## src/rtl/adc_seq_pkg.sv

```systemverilog
// Shared types and channel-mask helpers for the N-channel ADC scan sequencer.
// Latency: combinational helpers only.
// Backpressure: none.
package adc_seq_pkg;

  localparam int MAX_CH = 32;

  typedef enum logic [1:0] {
    IDLE,
    SETTLE,
    CONV,
    NEXT
  } state_t;

  // Channel selection result: vld=0 means no qualifying bit was found.
  typedef struct packed {
    logic       vld;
    logic [4:0] idx;
  } ch_sel_t;

  // Lowest set bit of mask strictly above cur.
  function automatic ch_sel_t next_ch(input logic [MAX_CH-1:0] mask, input logic [4:0] cur);
    ch_sel_t r;
    r = '0;
    for (int i = MAX_CH - 1; i >= 0; i--) begin
      if (mask[i] && (i > int'(cur))) begin
        r.vld = 1'b1;
        r.idx = 5'(i);
      end
    end
    return r;
  endfunction

  // Lowest set bit of mask.
  function automatic ch_sel_t first_ch(input logic [MAX_CH-1:0] mask);
    ch_sel_t r;
    r = '0;
    for (int i = MAX_CH - 1; i >= 0; i--) begin
      if (mask[i]) begin
        r.vld = 1'b1;
        r.idx = 5'(i);
      end
    end
    return r;
  endfunction

endpackage

```

## src/rtl/adc_sclk_shift.sv

```systemverilog
// Serial ADC frame engine: SCLK divider, DOUT capture shift register, DIN address serialiser.
// Latency: FRAME*2*SCLK_DIV cycles from start_i to the done_o cycle; result_o valid during done_o.
// Backpressure: none; a frame always runs to completion once started.
module adc_sclk_shift
  import adc_seq_pkg::*;
#(
  parameter int RES      = 12,
  parameter int FRAME    = 16,
  parameter int SCLK_DIV = 2,
  parameter int CH_W     = 3
) (
  input  logic            adc_clk,
  input  logic            rst_l,
  input  logic            start_i,
  input  logic [CH_W-1:0] addr_i,
  input  logic            dout_i,
  output logic            sclk_o,
  output logic            din_o,
  output logic            done_o,
  output logic [RES-1:0]  result_o
);

  localparam int PH_W  = $clog2(2 * SCLK_DIV);
  localparam int PER_W = $clog2(FRAME + 1);
  localparam logic [PH_W-1:0]  PH_RISE  = PH_W'(SCLK_DIV - 1);
  localparam logic [PH_W-1:0]  PH_LAST  = PH_W'(2 * SCLK_DIV - 1);
  localparam logic [PER_W-1:0] PER_LAST = PER_W'(FRAME - 1);

  logic              run_q;
  logic [PH_W-1:0]   ph_q;
  logic [PER_W-1:0]  per_q;
  logic              sclk_q;
  logic [CH_W-1:0]   din_sh_q;
  logic [RES-1:0]    sh_q;

  // Period phase/bit counters; SCLK rises mid-period, DOUT captured on that same edge,
  // DIN shifted at the falling edge so it is stable while SCLK is high.
  always_ff @(posedge adc_clk or negedge rst_l) begin
    if (!rst_l) begin
      run_q    <= 1'b0;
      ph_q     <= '0;
      per_q    <= '0;
      sclk_q   <= 1'b0;
      din_sh_q <= '0;
      sh_q     <= '0;
    end else if (start_i) begin
      run_q    <= 1'b1;
      ph_q     <= '0;
      per_q    <= '0;
      sclk_q   <= 1'b0;
      din_sh_q <= addr_i;
    end else if (run_q) begin
      if (ph_q == PH_RISE) begin
        sclk_q <= 1'b1;
        sh_q   <= RES'({sh_q, dout_i});
      end
      if (ph_q == PH_LAST) begin
        ph_q   <= '0;
        sclk_q <= 1'b0;
        if (per_q == PER_LAST) begin
          run_q    <= 1'b0;
          per_q    <= '0;
          din_sh_q <= '0;
        end else begin
          per_q    <= per_q + 1'b1;
          din_sh_q <= din_sh_q << 1;
        end
      end else begin
        ph_q <= ph_q + 1'b1;
      end
    end
  end

  assign sclk_o   = sclk_q;
  assign din_o    = din_sh_q[CH_W-1];
  assign done_o   = run_q && (ph_q == PH_LAST) && (per_q == PER_LAST);
  assign result_o = sh_q;

endmodule

```

## src/rtl/adc_nch_scan_seq.sv

```systemverilog
// N-channel mux + serial SAR scan sequencer with optional per-channel oversampling.
// Latency: sync -> first sample in 2 + 2^AVG_LOG2*(SETTLE_CYC + FRAME*2*SCLK_DIV) cycles.
// Backpressure: none; samples are one-cycle strobes, sync while busy is dropped and flagged.
module adc_nch_scan_seq #(
  parameter int N_CH       = 8,
  parameter int CH_W       = $clog2(N_CH),
  parameter int RES        = 12,
  parameter int FRAME      = 16,
  parameter int SCLK_DIV   = 2,
  parameter int SETTLE_CYC = 8,
  parameter int AVG_LOG2   = 0
) (
  input  logic            adc_clk,
  input  logic            rst_l,
  input  logic            sync,
  input  logic            cont_en,
  input  logic [N_CH-1:0] ch_mask,
  input  logic            ovr_clr,
  input  logic            DOUT,
  output logic            SCLK,
  output logic            CS_ADC,
  output logic [CH_W-1:0] CD_MUX,
  output logic            DIN,
  output logic            s_valid,
  output logic [RES-1:0]  s_data,
  output logic [CH_W-1:0] s_ch,
  output logic            s_last,
  output logic            busy,
  output logic            overrun
);
  import adc_seq_pkg::*;

  localparam int ACC_W = RES + AVG_LOG2;
  localparam int SC_W  = $clog2(SETTLE_CYC + 1);
  localparam logic [SC_W-1:0] SC_LAST   = SC_W'(SETTLE_CYC - 1);
  localparam logic [4:0]      NCONV_LAST = 5'((1 << AVG_LOG2) - 1);

  state_t            state_q, state_d;
  logic [SC_W-1:0]   cnt_q, cnt_d;
  logic [4:0]        nconv_q, nconv_d;
  logic [ACC_W-1:0]  acc_q, acc_d;
  logic [N_CH-1:0]   mask_q, mask_d;
  logic [CH_W-1:0]   cd_q, cd_d;
  logic [CH_W-1:0]   sch_q, sch_d;
  logic [RES-1:0]    sdata_q, sdata_d;
  logic              sv_q, sv_d;
  logic              slast_q, slast_d;
  logic              busy_q, cs_q;
  logic              ovr_q, ovr_d;
  logic              start, done;
  logic [RES-1:0]    result;
  ch_sel_t           nxt, first;

  assign nxt   = next_ch(32'(mask_q), 5'(cd_q));
  assign first = first_ch(32'(ch_mask));

  // Sticky overrun: a dropped sync beats a simultaneous clear.
  assign ovr_d = (sync && (state_q != IDLE)) ? 1'b1 : (ovr_clr ? 1'b0 : ovr_q);

  // Scan FSM next state, accumulator and sample formation.
  always_comb begin
    state_d = state_q;
    cnt_d   = cnt_q;
    nconv_d = nconv_q;
    acc_d   = acc_q;
    mask_d  = mask_q;
    cd_d    = cd_q;
    sv_d    = 1'b0;
    sdata_d = sdata_q;
    sch_d   = sch_q;
    slast_d = 1'b0;
    start   = 1'b0;
    case (state_q)
      IDLE: begin
        if ((sync || cont_en) && first.vld) begin
          mask_d  = ch_mask;
          cd_d    = CH_W'(first.idx);
          cnt_d   = '0;
          nconv_d = '0;
          acc_d   = '0;
          state_d = SETTLE;
        end
      end
      SETTLE: begin
        if (cnt_q == SC_LAST) begin
          start   = 1'b1;
          state_d = CONV;
        end else begin
          cnt_d = cnt_q + 1'b1;
        end
      end
      CONV: begin
        if (done) begin
          acc_d = acc_q + ACC_W'(result);
          cnt_d = '0;
          if (nconv_q == NCONV_LAST) begin
            state_d = NEXT;
          end else begin
            nconv_d = nconv_q + 1'b1;
            state_d = SETTLE;
          end
        end
      end
      NEXT: begin
        sv_d    = 1'b1;
        sdata_d = RES'(acc_q >> AVG_LOG2);
        sch_d   = cd_q;
        slast_d = !nxt.vld;
        acc_d   = '0;
        nconv_d = '0;
        cnt_d   = '0;
        if (nxt.vld) begin
          cd_d    = CH_W'(nxt.idx);
          state_d = SETTLE;
        end else if (cont_en && first.vld) begin
          mask_d  = ch_mask;
          cd_d    = CH_W'(first.idx);
          state_d = SETTLE;
        end else begin
          state_d = IDLE;
        end
      end
      default: state_d = IDLE;
    endcase
  end

  // State, datapath and registered pin outputs.
  always_ff @(posedge adc_clk or negedge rst_l) begin
    if (!rst_l) begin
      state_q <= IDLE;
      cnt_q   <= '0;
      nconv_q <= '0;
      acc_q   <= '0;
      mask_q  <= '0;
      cd_q    <= '0;
      sch_q   <= '0;
      sdata_q <= '0;
      sv_q    <= 1'b0;
      slast_q <= 1'b0;
      busy_q  <= 1'b0;
      cs_q    <= 1'b1;
      ovr_q   <= 1'b0;
    end else begin
      state_q <= state_d;
      cnt_q   <= cnt_d;
      nconv_q <= nconv_d;
      acc_q   <= acc_d;
      mask_q  <= mask_d;
      cd_q    <= cd_d;
      sch_q   <= sch_d;
      sdata_q <= sdata_d;
      sv_q    <= sv_d;
      slast_q <= slast_d;
      busy_q  <= (state_d != IDLE);
      cs_q    <= (state_d != CONV);
      ovr_q   <= ovr_d;
    end
  end

  adc_sclk_shift #(
    .RES      (RES),
    .FRAME    (FRAME),
    .SCLK_DIV (SCLK_DIV),
    .CH_W     (CH_W)
  ) u_shift (
    .adc_clk  (adc_clk),
    .rst_l    (rst_l),
    .start_i  (start),
    .addr_i   (cd_q),
    .dout_i   (DOUT),
    .sclk_o   (SCLK),
    .din_o    (DIN),
    .done_o   (done),
    .result_o (result)
  );

  assign CS_ADC  = cs_q;
  assign CD_MUX  = cd_q;
  assign s_valid = sv_q;
  assign s_data  = sdata_q;
  assign s_ch    = sch_q;
  assign s_last  = slast_q;
  assign busy    = busy_q;
  assign overrun = ovr_q;

endmodule
```

## config.mk

```make
export PLATFORM = sky130hd
export DESIGN_NAME = adc_nch_scan_seq
export DESIGN_NICKNAME = d
export VERILOG_FILES = /design/src/rtl/adc_seq_pkg.sv /design/src/rtl/adc_sclk_shift.sv /design/src/rtl/adc_nch_scan_seq.sv
export SDC_FILE = /design/constraint.sdc
export NUM_CORES = 1
export LEC_CHECK = 0
export CORE_MARGIN = 3
export CORE_UTILIZATION = 55
export CTS_CLUSTER_SIZE = 14
export DETAILED_ROUTE_END_ITERATION = 6
export PLACE_DENSITY_LB_ADDON = 0.05
export SYNTH_ARGS = -nofsm -noshare
export SYNTH_HDL_FRONTEND = slang
export SYNTH_SLANG_ARGS = --single-unit
```

## constraint.sdc

```tcl
create_clock -name adc_clk -period 5.25 [get_ports adc_clk]
set_clock_uncertainty 0.1 [all_clocks]
set_input_delay 0.7875 -clock adc_clk [delete_from_list [all_inputs] [get_ports adc_clk]]
set_output_delay 0.7875 -clock adc_clk [all_outputs]
set_load 0.01 [all_outputs]
```

Word level (Yosys, flattened, before mapping)
Index checks and enable logic that the tools add are counted.
Widths: inputs -> output; s select.
{"block": "classes", "n_reduce_logical": 32, "n_bitwise": 1, "n_eq_ne": 15, "order_cmp": 7, "n_mux": 66, "addsub": 5}
{"cell": "$mux 6", "count": 15}
{"cell": "$pmux 12 s3", "count": 1}
{"cell": "$mux 5", "count": 7}
{"cell": "$mux 12", "count": 2}
{"cell": "$mux 8", "count": 3}
{"cell": "$mux 3", "count": 7}
{"cell": "$mux 1", "count": 16}
{"cell": "$pmux 4 s4", "count": 1}
{"cell": "$pmux 8 s2", "count": 1}
{"cell": "$pmux 5 s3", "count": 1}
{"cell": "$mux 2", "count": 7}
{"cell": "$ne 2x2->1 const B", "count": 7}
{"cell": "$add 12x12->12", "count": 1}
{"cell": "$gt 3x3->1 const A", "count": 4}
{"cell": "$logic_and 1x1->1", "count": 12}
{"cell": "$mux 4", "count": 3}
{"cell": "$reduce_and 3->1", "count": 4}
{"cell": "$reduce_bool 2->1", "count": 6}
{"cell": "$add 5x1->5 const B", "count": 2}
{"cell": "$pmux 2 s4", "count": 1}
{"cell": "$reduce_and 4->1", "count": 2}
{"cell": "$eq 2x2->1 const B", "count": 3}
{"cell": "$gt 2x3->1 const A", "count": 2}
{"cell": "$pmux 3 s2", "count": 1}
{"cell": "14 further kinds", "count": 17}
{"block": "totals", "out_inout_bits": 25, "ff_bits": 78}

Depth between registers and ports, before layout
{"block": "logic_depth", "ltp_word": 13, "mapped_depth": 9, "depth_no_buf": 8}

By module
From an unflattened synthesis, not the netlist that was laid out.
{"block": "unflattened", "hier_cells": 400, "area_unflattened_um2": 4147.7}
{"mod": "adc_nch_scan_seq", "seq_area_each_um2": 1327.5, "cells_each": 312, "area_per_inst_um2": 3096.7, "n_inst": 1}
{"mod": "adc_sclk_shift", "seq_area_each_um2": 600.6, "cells_each": 88, "area_per_inst_um2": 1051.0, "n_inst": 1}

Least setup slack after synthesis
Ideal clock, no wire load.
{"block": "synth_timing", "path_kind": "register to register", "from": "register acc_q[0]", "to": "register acc_q[10]", "path_buffers": 0, "setup_slack_ns": 2.955, "arrival_ns": 2.100, "setup_time_ns": 0.095, "period_less_slack_ns": 2.295, "path_stages_with_launch": 9, "path_cell_list": "dfrtp_1 > ha_1 > fa_1 > a21o_1 > a21oi_1 > o211ai_1 > a311oi_1 > xor2_1 > o31ai_1"}
{"block": "synth_between", "elab_chain_len": 3}
{"element": "start: declaration", "line_no": "adc_nch_scan_seq.sv:41", "rtl": "logic [ACC_W-1:0] acc_q, acc_d;"}
{"element": "start signal: assignment", "line_no": "adc_nch_scan_seq.sv:133", "rtl": "acc_q <= '0;"}
{"element": "start signal: assignment", "line_no": "adc_nch_scan_seq.sv:147", "rtl": "acc_q <= acc_d;"}
{"element": "$add 12x12->12", "line_no": "adc_nch_scan_seq.sv:94", "rtl": "acc_d = acc_q + ACC_W'(result);"}
{"element": "$mux 12", "line_no": "adc_nch_scan_seq.sv:93", "rtl": "if (done) begin"}
{"element": "$pmux 12 s3", "line_no": "adc_nch_scan_seq.sv:73", "rtl": "case (state_q)"}
No other way between the ends. The select of a mux whose other input is x is not followed.
A chain may end at the register's enable or synchronous reset.

Worst setup path after layout
{"block": "layout_timing", "from": "input port ch_mask[3]", "to": "register busy_q (netlist: busy)"}
{"block": "layout_between", "elab_cells_between_ends": 11, "cone_classes": "8 x mux; 3 x reduce/logical"}
{"element": "start: declaration", "line_no": "adc_nch_scan_seq.sv:17", "rtl": "input logic [N_CH-1:0] ch_mask,"}
{"element": "$mux 6 (4 in a row)", "line_no": "adc_seq_pkg.sv:39", "rtl": "if (mask[i]) begin"}
{"element": "$logic_and 1x1->1", "line_no": "adc_nch_scan_seq.sv:75", "rtl": "if ((sync || cont_en) && first.vld) begin"}
{"element": "$mux 2", "line_no": "adc_nch_scan_seq.sv:75"}
{"element": "$pmux 2 s4", "line_no": "adc_nch_scan_seq.sv:73"}
{"element": "via state_d[1]", "line_no": "adc_nch_scan_seq.sv:38", "rtl": "state_t state_q, state_d;"}
{"element": "$reduce_bool 2->1", "line_no": "adc_nch_scan_seq.sv:154", "rtl": "busy_q <= (state_d != IDLE);"}
{"element": "end signal: assignment", "line_no": "adc_nch_scan_seq.sv:154"}
{"element": "end: declaration", "line_no": "adc_nch_scan_seq.sv:48", "rtl": "logic busy_q, cs_q;"}
The timed path passes the listed nets, and every way through them passes these cells.

==> metrics <==
CTS clk-pin slew, worst paths about 0.08 ns; FMAX between 300 and 400 MHz; Syn Inst Count ~400; core area 7370 um2; DR iter-0 viols around 130; DR pass1 iterations 4; Leak Pwr 0.002230 uW; Worst setup EP type flip-flop; Post-Syn Nets around 440; DRT antenna net count 0; I/O pin total 39; Root Driver clkbuf_8; worst slew pin tran 1.160 ns; antenna cells 0; Post-synth EDFFs 0; Synth-to-Final Area Change 15.23%; Clock Latency Late Sink 0.35 ns; Routed WL between 8000 and 9000 um; DR WL/cell ~15 um; hold slack final approximately 0.40 ns; via count 2986; Initial Utilization roughly 58%; initial antenna violation count 0; Final #Nets roughly 470; routed vias/inst 5.540; pins over their slew limit 0; Max transition margin 22.41%; post-CTS setup buffer count 0; Final period util between 50% and 60%; PwrDens ~230 nW/um2; endpoints failing hold 0; Placement Cell Area ~4700 um2; Tightest Hold Check Type reg -> reg; Die Y-Extent 93.88 um; vias in the first global route 2894; crit-path max FO 25; htree depth 3; fillers approximately 580; largest net degree at the start of global routing 78; global-route wire length before repair around 14000 um; status finished clean; async set-reset flop share out of synthesis between 90% and 100%; Die ar. 8813 um2; Total GRT Usage a little over 20%; hold-fix buffers at CTS 0; Sum Neg Setup Slack 0 ns; routed wl met2 around 3800 um; final setup fails 0; Seq/Total Area, Yosys a little under half; Max VDD drop 0.0001477 V; crit path launch type primary input; CTS max path bufs 2; dpl hpwl around 5800 um; Worst path slowest cell o211ai_2; share of post-route cells with drive strength above 1 about 16%; post-cts sizing count 0; clock sink total just under 80; top_reg_cell synth dfrtp_1; synth warn 0; commonest non-fill, non-tap cell in the layout dfrtp_1; Cell Count, Final, Fillers Out approximately 540; Synth top area share between 40% and 50%; met3 WL ~220 um; CP arrival between 3 and 4 ns; min cycle time layout between 3 and 4 ns; leading area contributor after synthesis dfrtp_1; critical path's top delay family compound AO/OA/AOI/OAI gates; Worst EP required 5.43 ns; RePlAce Congestion a little under 0.9; CTS tree yes; fin area approximately 4900 um2; placed cells between 500 and 600; grt ovf 0; synth unique cells slightly above 60; number of CTS-inserted buffers 9; Setup crit start ch_mask[3]; Area contributors post-synth dfrtp_1 (45%), mux2_2 (8.5%), ha_1 (6.2%); number of I/O port buffers 38; RR Startpoint state_q[1]; Max-Cap Viols 0; CP Buf/Inv Count 1; most frequent cells in the layout dfrtp_1 (76), nand2_1 (43), clkdlybuf4s50_1 (37); Worst path max stage delay between 0.8 and 0.9 ns; # DRC 0; Die Width approximately 94 um; crit-path cells clkdlybuf4s50_1 -> nor4_4 -> a21boi_2 -> o211ai_2 -> nand2_1 -> a21oi_2 -> nand3b_1; WS Path Type in -> reg; unrepaired setup endpoints after global routing false; Avg Inst Size Synth roughly 11 um2; met1 WL approximately 4200 um; hold path start u_shift.per_q[3]; Cell Area, Synth 4248 um2; Max Used Layer met4; Synth Register Bits 77; Row Count 31
-- path summary, 6_finish.rpt --
check / endpoint / slack (ns) / cells past startpoint
min reg2reg: u_shift.per_q[3] / 0.40 / 1
min in group asynchronous: mask_q[7] / 0.50 / 1
max: busy / 2.19 / 7
max in group asynchronous: s_data[0] / 3.95 / 1
min: u_shift.per_q[3] / 0.40 / 1
max reg2reg: mask_q[4] / 2.45 / 5
-- metrics by stage --
stage / worst slack [ns] / power, uW / util (%)
floorplan: 2.955 / 631.1 / -
global placement: 1.959 / 661.2 / 63.38
detailed placement: 1.885 / 662.2 / 63.38
CTS: 2.250 / 1163 / 66.42
global route: 2.005 / 1189 / 66.42
finish: 2.194 / 1150 / 66.42
-- kinds of logic (layout without fill, tap and decap cells) --
kind of cell	after synthesis	after routing	share of synthesized area [%]
flip-flops	77	77	45.39
AND/OR/NAND/NOR	117	117	13.70
XOR/XNOR	12	12	2.474
multiplexers	43	43	11.84
buffers and inverters	32	73	3.623
adder cells (fa/ha/maj)	22	22	6.657
AO/OA/AOI/OAI	96	96	16.32
-- sequential cells by signal (all words and copies together) (netlist names) --
name	cells
u_shift.result_o	12
s_data	12
mask_q	7
u_shift.per_q	5
CS_ADC	1
acc_q	12
CD_MUX	3
s_valid	1
u_shift.run_q	1
overrun	1
u_shift.ph_q	2
u_shift.din_sh_q	3
s_last	1
s_ch	3
state_q	2
cnt_q	4
u_shift.sclk_o	1
nconv_q	5
busy	1
-- area by class of cell --
| class | instances | area [um2] | area share [%] |
|---|---|---|---|
| sequential | 77 | 1928 | 39.39 |
| clock buffer | 11 | 141.4 | 2.889 |
| tap | 99 | 123.9 | 2.531 |
| multi-input combinational | 290 | 2166 | 44.25 |
| clock inverter | 5 | 82.58 | 1.687 |
| timing repair buffer | 39 | 385.4 | 7.873 |
| inverter | 18 | 67.56 | 1.380 |
-- power by group --
group	internal (uW)	switching [uW]	total (uW)	leakage, uW
sequential	597	4.21	601	0.00100
combinational	20.7	28.1	48.8	0.00112
clock	283	217	500	0.000114
-- worst register-to-register path: cells and delay by family, from the launching register on --
family | cells | cell delay (ns)
flops | 1 | 0.43
fa+ha+maj | 1 | 0.88
mux | 1 | 0.34
compound gates | 1 | 0.31
simple gates | 2 | 0.64
-- Yosys cell counts, types with 2 or more instances --
cell type,n
dfrtp_1,76
nand2_1,43
mux2_2,32
a21oi_1,27
nor2_1,25
ha_1,21
inv_1,18
nor3_1,12
o21ai_0,11
o31ai_1,10
nand3_1,8
a21o_1,7
nand2b_1,7
buf_2,6
mux2_4,6
xnor2_1,6
xor2_1,6
a22o_1,5
nor2b_1,5
o21ai_1,5
a31oi_1,3
and3_1,3
buf_6,3
clkbuf_1,3
mux2i_1,3
o21bai_1,3
a211oi_1,2
a21oi_2,2
a311oi_1,2
a41o_1,2
and2_1,2
mux2_1,2
nor4_4,2
o211ai_1,2
or2_2,2
-- per-layer routing --
layer / vias to the layer above / GRT usage, %
li1: 1497 / -
met1: 1434 / 29.17
met2: 47 / 30.93
met3: 8 / 2.965
met4: 0 / 7.461
met5: - / 0
No activity file was read; power rests on OpenSTA's default activity.
